[src/rtl/interrupt_ack_pkg.sv]
// interrupt_ack_pkg: shared states and protocol constants for the INTA sequencer.
package interrupt_ack_pkg;
   typedef enum logic [1:0] {IDLE, LOW, GAP, RECOVER} state_t;
   localparam logic [7:0] CALL_OPCODE = 8'hCD;
   localparam logic [1:0] PULSES_8086 = 2'd2;
   localparam logic [1:0] PULSES_8080 = 2'd3;
endpackage

[src/rtl/inta_pulse_counter.sv]
// inta_pulse_counter: loadable down-counter that stops at 1 and flags its terminal cycle.
module inta_pulse_counter #(
   parameter int W = 3
) (
   input  logic         clock,
   input  logic         reset_n,
   input  logic         load,
   input  logic [W-1:0] load_value,
   output logic         terminal
);
   logic [W-1:0] count_q, count_d;
   always_comb count_d = load ? load_value : ((count_q > W'(1)) ? count_q - W'(1) : count_q);
   always_ff @(posedge clock or negedge reset_n)
      if (!reset_n) count_q <= '0;
      else count_q <= count_d;
   assign terminal = (count_q <= W'(1));
endmodule

[src/rtl/interrupt_acknowledge_sequencer.sv]
// interrupt_acknowledge_sequencer: CPU-side 8259A INTA pulse generator with vector/CALL capture.
// Define INTA_SYNC_EN to pass int_request through a 2-flop synchronizer before sampling.
module interrupt_acknowledge_sequencer
   import interrupt_ack_pkg::*;
#(
   parameter int PULSE_WIDTH     = 2,
   parameter int GAP_WIDTH       = 2,
   parameter int RECOVERY_CYCLES = 4
) (
   input  logic        clock,
   input  logic        reset_n,
   input  logic        int_request,
   input  logic        interrupt_enable,
   input  logic        mode_8086,
   input  logic [7:0]  data_in,
   output logic        inta_n,
   output logic        busy,
   output logic [7:0]  vector,
   output logic [15:0] call_address,
   output logic        opcode_error,
   output logic        ack_done
);
   localparam int MAX_W = (PULSE_WIDTH > GAP_WIDTH)
      ? ((PULSE_WIDTH > RECOVERY_CYCLES) ? PULSE_WIDTH : RECOVERY_CYCLES)
      : ((GAP_WIDTH > RECOVERY_CYCLES) ? GAP_WIDTH : RECOVERY_CYCLES);
   localparam int CW = $clog2(MAX_W) + 1;
   localparam logic [CW-1:0] PW = CW'(PULSE_WIDTH);
   localparam logic [CW-1:0] GW = CW'(GAP_WIDTH);
   localparam logic [CW-1:0] RW = CW'(RECOVERY_CYCLES);

   state_t      state_q, state_d;
   logic        mode_q, mode_d;
   logic [1:0]  pulse_index_q, pulse_index_d;
   logic [7:0]  low_byte_q, low_byte_d;
   logic [7:0]  vector_q, vector_d;
   logic [15:0] call_address_q, call_address_d;
   logic        opcode_error_q, opcode_error_d;
   logic        ack_done_q, ack_done_d;
   logic        inta_n_q, inta_n_d;
   logic        load, terminal, req, last_pulse;
   logic [CW-1:0] load_value;

`ifdef INTA_SYNC_EN
   logic [1:0] sync_q, sync_d;
   always_comb sync_d = {sync_q[0], int_request};
   always_ff @(posedge clock or negedge reset_n)
      if (!reset_n) sync_q <= '0;
      else sync_q <= sync_d;
   assign req = sync_q[1];
`else
   assign req = int_request;
`endif

   inta_pulse_counter #(.W(CW)) u_cnt (
      .clock      (clock),
      .reset_n    (reset_n),
      .load       (load),
      .load_value (load_value),
      .terminal   (terminal)
   );

   assign last_pulse = (pulse_index_q == (mode_q ? PULSES_8086 - 2'd1 : PULSES_8080 - 2'd1));

   always_comb begin
      state_d        = state_q;
      mode_d         = mode_q;
      pulse_index_d  = pulse_index_q;
      low_byte_d     = low_byte_q;
      vector_d       = vector_q;
      call_address_d = call_address_q;
      opcode_error_d = opcode_error_q;
      ack_done_d     = 1'b0;
      load           = 1'b0;
      load_value     = '0;
      case (state_q)
         IDLE: if (req && interrupt_enable) begin
            state_d        = LOW;
            mode_d         = mode_8086;
            pulse_index_d  = 2'd0;
            opcode_error_d = 1'b0;
            load           = 1'b1;
            load_value     = PW;
         end
         LOW: if (terminal) begin
            // 8080 bytes: opcode check on pulse 0, low address byte held until the final pulse
            if (!mode_q && pulse_index_q == 2'd0 && data_in != CALL_OPCODE) opcode_error_d = 1'b1;
            if (!mode_q && pulse_index_q == 2'd1) low_byte_d = data_in;
            load = 1'b1;
            if (last_pulse) begin
               state_d        = RECOVER;
               load_value     = RW;
               ack_done_d     = 1'b1;
               vector_d       = mode_q ? data_in : vector_q;
               call_address_d = mode_q ? call_address_q : {data_in, low_byte_q};
            end else begin
               state_d    = GAP;
               load_value = GW;
            end
         end
         GAP: if (terminal) begin
            state_d       = LOW;
            pulse_index_d = pulse_index_q + 2'd1;
            load          = 1'b1;
            load_value    = PW;
         end
         RECOVER: if (terminal) state_d = IDLE;
         default: state_d = IDLE;
      endcase
      inta_n_d = (state_d != LOW);
   end

   always_ff @(posedge clock or negedge reset_n)
      if (!reset_n) begin
         state_q        <= IDLE;
         mode_q         <= 1'b0;
         pulse_index_q  <= 2'd0;
         low_byte_q     <= 8'h00;
         vector_q       <= 8'h00;
         call_address_q <= 16'h0000;
         opcode_error_q <= 1'b0;
         ack_done_q     <= 1'b0;
         inta_n_q       <= 1'b1;
      end else begin
         state_q        <= state_d;
         mode_q         <= mode_d;
         pulse_index_q  <= pulse_index_d;
         low_byte_q     <= low_byte_d;
         vector_q       <= vector_d;
         call_address_q <= call_address_d;
         opcode_error_q <= opcode_error_d;
         ack_done_q     <= ack_done_d;
         inta_n_q       <= inta_n_d;
      end

   assign inta_n       = inta_n_q;
   assign busy         = (state_q != IDLE);
   assign vector       = vector_q;
   assign call_address = call_address_q;
   assign opcode_error = opcode_error_q;
   assign ack_done     = ack_done_q;
endmodule
[config.mk]
export PLATFORM = sky130hd
export DESIGN_NAME = interrupt_acknowledge_sequencer
export DESIGN_NICKNAME = d
export VERILOG_FILES = /design/src/rtl/interrupt_ack_pkg.sv /design/src/rtl/inta_pulse_counter.sv /design/src/rtl/interrupt_acknowledge_sequencer.sv
export SDC_FILE = /design/constraint.sdc
export NUM_CORES = 1
export LEC_CHECK = 0
export CORE_AREA = 5 5 71 73
export CTS_BUF_LIST = sky130_fd_sc_hd__clkbuf_8 sky130_fd_sc_hd__clkbuf_16
export DETAILED_ROUTE_END_ITERATION = 7
export DIE_AREA = 0 0 76 78
export GPL_TIMING_DRIVEN = 0
export PLACE_DENSITY = 0.74
export SLEW_MARGIN = 20
export SYNTH_ARGS = -nofsm -noshare
export SYNTH_HDL_FRONTEND = slang
export SYNTH_SLANG_ARGS = --single-unit
[constraint.sdc]
create_clock -name clock -period 2.4 [get_ports clock]
set_input_delay 0.24 -clock clock [delete_from_list [all_inputs] [get_ports clock]]
set_output_delay 0.24 -clock clock [all_outputs]
set_load 0.01 [all_outputs]
==> flow_summary_export.csv <==
group,metric,value,unit
clock_tree,numCtsBuffers,5,
power,switching_power,1.13,mW
synthesis,synth-edff-count,0,
worst_setup_path,cpMostUsedCell,"inv_1",
route,wl,4290,µm
timing,rsz0062_at_grt,"false",
cells_and_area,most-common-layout-cells,"dfrtp_1, clkdlybuf4s50_1, mux2_2, mux2_4",
synthesis,synth_area,0.00214,mm²
flow_run,max_cap_viol_count,0,
timing,tns,0,ps
route,drt_iter0_drc,58,
power,clockPowerShare,0.171,
worst_setup_path,critical_path_arrival,1790,ps
timing,fmax,492,MHz
worst_setup_path,cp_top_family,"buffers and inverters",
route,drt-met1-wl,1870,µm
clock_tree,h-tree-depth,2,
synthesis,synth_nets,177,
timing,drv_slew,0,
timing,fin_crit,2030,ps
synthesis,ys_types,45,
placement,dpl.hpwl,3220,µm
synthesis,ys_warn_count,0,
route,drc,0,
grt,antenna_found_initial,0,
worst_setup_path,critical_path_depth,5,
worst_setup_path,critPathCaptureType,"output port",
power,swShare,0.346,
synthesis,async_flop_share,1.00,
clock_tree,holdBufCountCts,1,
floorplan,die_height,78,µm
worst_setup_path,max_stage_delay,520,ps
worst_setup_path,cp_max_fo,10,
power,power_frac_seq,0.359,
timing,finalSetupViolations,0,
cells_and_area,nets,226,
worst_setup_path,endpoint,"busy",
timing,worstMarginPinSlew,525,ps
worst_setup_path,reg2reg_from,"state_q[1]$_DFF_PN0_",
placement,io_buffers,40,
route,dr.pass1.iters,4,
synthesis,synthTopCellsByArea,"dfrtp_1, mux2_2, mux2_4",
route,topRoutingLayerUsed,"met4",
route,via_per_inst,5.46,
power,p_comb_frac,0.469,
grt,grt_pass1_vias,1518,
timing,period_share,0.848,
power,powerDensity,1190,mW/mm²
worst_setup_path,reg2regPathDepth,7,
cells_and_area,antenna_cells,0,
synthesis,synth_flop_cell,"dfrtp_1",
timing,fin_skew,10.5,ps
worst_setup_path,cp_num_buf_inv,4,
power,power_leakage,1.27,nW
clock_tree,cts_tree,"yes",
synthesis,synth_top_area_share,0.491,
cells_and_area,final_common_cell,"dfrtp_1",
placement,globalplace.congestion,0.879,
route,wl_met2,2070,µm
synthesis,synth_top_area_cell,"dfrtp_1",
synthesis,ys_seq_area_frac,0.503,
floorplan,num_rows,24,
cells_and_area,area_growth,28.5,%
worst_setup_path,cp.required,2160,ps
grt,grt_max_degree,24,
clock_tree,clk_latency,300,ps
timing,hold_viol_final,0,
power,vdd_ir_drop_max,610,µV
floorplan,fp.dieW,76,µm
worst_setup_path,critPathKind,"reg -> out",
floorplan,start_util,0.499,
route,ant_nets,0,
clock_tree,cts_resized,0,
power,internal_power,2.13,mW
worst_setup_path,crit_path_start,"state_q[1]$_DFF_PN0_",
clock_tree,clock_sinks,43,
placement,place_ws,465,ps
route,wl_per_cell,16.7,µm
clock_tree,root_buffer,"clkbuf_8",
grt,grt_overflow,0,
floorplan,ios,41,
synthesis,synthCells,155,
outcome,status,"finished, final reports clean",
worst_setup_path,rr_endpoint,"inta_n$_DFF_PN1_",
worst_hold_path,hp-class,"in -> async",
clock_tree,cts_setup_buffers,0,
clock_tree,path_clk_slew,90,ps
cells_and_area,layout-drive-gt1-share,0.263,
synthesis,syn_avg_cell_area,13.8,µm²
route,vias,1402,
worst_setup_path,cpMaxStageDelayCell,"clkdlybuf4s50_1",
power,power,3.26,mW
route,wl_met3,242,µm
timing,relSlewSlack,0.650,
grt,grt_usage,0.154,
grt,grt_pass1_wl,7480,µm
worst_setup_path,crit_chain,"inv_1 > ha_1 > buf_2 > inv_1 > clkdlybuf4s50_1",
floorplan,core-area,0.00429,mm²
clock_tree,clockBufferDepth,2,
synthesis,synth_seq_cells,43,
timing,setup_ws,366,ps
floorplan,die-area,0.00593,mm²
worst_setup_path,r2r_setup_slack,430,ps
worst_setup_path,start_kind,"register",
[worst min path at each step]
stage                           from                           to  slack [ps]  cells past startpoint
2_1_floorplan                reset_n           ack_done$_DFF_PN0_         -60                      0
3_3_place_gp   vector[0]$_DFFE_PN0P_        vector[0]$_DFFE_PN0P_         470                      1
5_1_grt                      reset_n  call_address[3]$_DFFE_PN0P_         510                      2
3_5_place_dp                 reset_n  call_address[3]$_DFFE_PN0P_         250                      1
4_1_cts                      reset_n  call_address[3]$_DFFE_PN0P_         450                      2
6_report                     reset_n  call_address[3]$_DFFE_PN0P_         450                      2
[power groups by stage]
| stage | clock [mW] | sequential, mW | combinational, mW |
|---|---|---|---|
| after floorplan | 0 | 1.23 | 0.916 |
| after global placement | 0 | 1.17 | 1.48 |
| after detailed placement | 0 | 1.19 | 1.53 |
| after CTS | 0.571 | 1.17 | 1.54 |
| after global routing | 0.594 | 1.21 | 1.65 |
| final | 0.560 | 1.17 | 1.53 |
[cells by family (layout without fill, tap and decap cells)]
kind of cell,count (synthesis),after routing,share of synthesized area
flops,43,43,0.503
mux,34,34,0.196
simple gates,30,30,0.0981
compound gates,23,23,0.105
buf+inv,16,66,0.0456
fa+ha+maj,9,9,0.0526
[state kept, by name, summed over array words and instances (netlist names)]
name and count:
call_address 16, low_byte_q 8, vector 8, u_cnt.count_q 3
pulse_index_q 2, state_q 2, ack_done 1, inta_n 1
mode_q 1, opcode_error 1
[synth_stat cells (2+ instances only)]
master   instances
o22ai_1          2
mux2_1           8
buf_2            2
mux2_4          10
nor3_1           4
buf_6            2
dfrtp_1         42
inv_1            9
o31ai_1          3
nor2_1           8
ha_1             9
o21ai_0          5
nand2_1          4
mux2_2          16
[area by class of cell]
type	count	area [µm²]
plain buffers	7	63.8
flip-flops and latches	43	1080
multi-input cells	96	967
repair buffers	42	433
fillers	331	1540
clock buffers	5	68.8
inverters	9	33.8
clock inverters	3	43.8
well taps	52	65.1
[metrics by stage]
step                hold WS, ps  cell area [µm²]   util  std cells
floorplan                 -55.6             2140      -        155
global placement            468             2610  0.607        247
detailed placement          249             2630  0.612        248
global route                512             2750  0.641        257
finish                      451             2750  0.641        257
CTS                         454             2750  0.641        257
[routing by layer]
| metal | vias up | GRT usage |
|---|---|---|
| li1 | 657 | - |
| met1 | 682 | 0.187 |
| met2 | 52 | 0.261 |
| met3 | 11 | 0.0347 |
| met4 | 0 | 0.0694 |
| met5 | - | 0 |
Power figures use the tool's default switching activity.
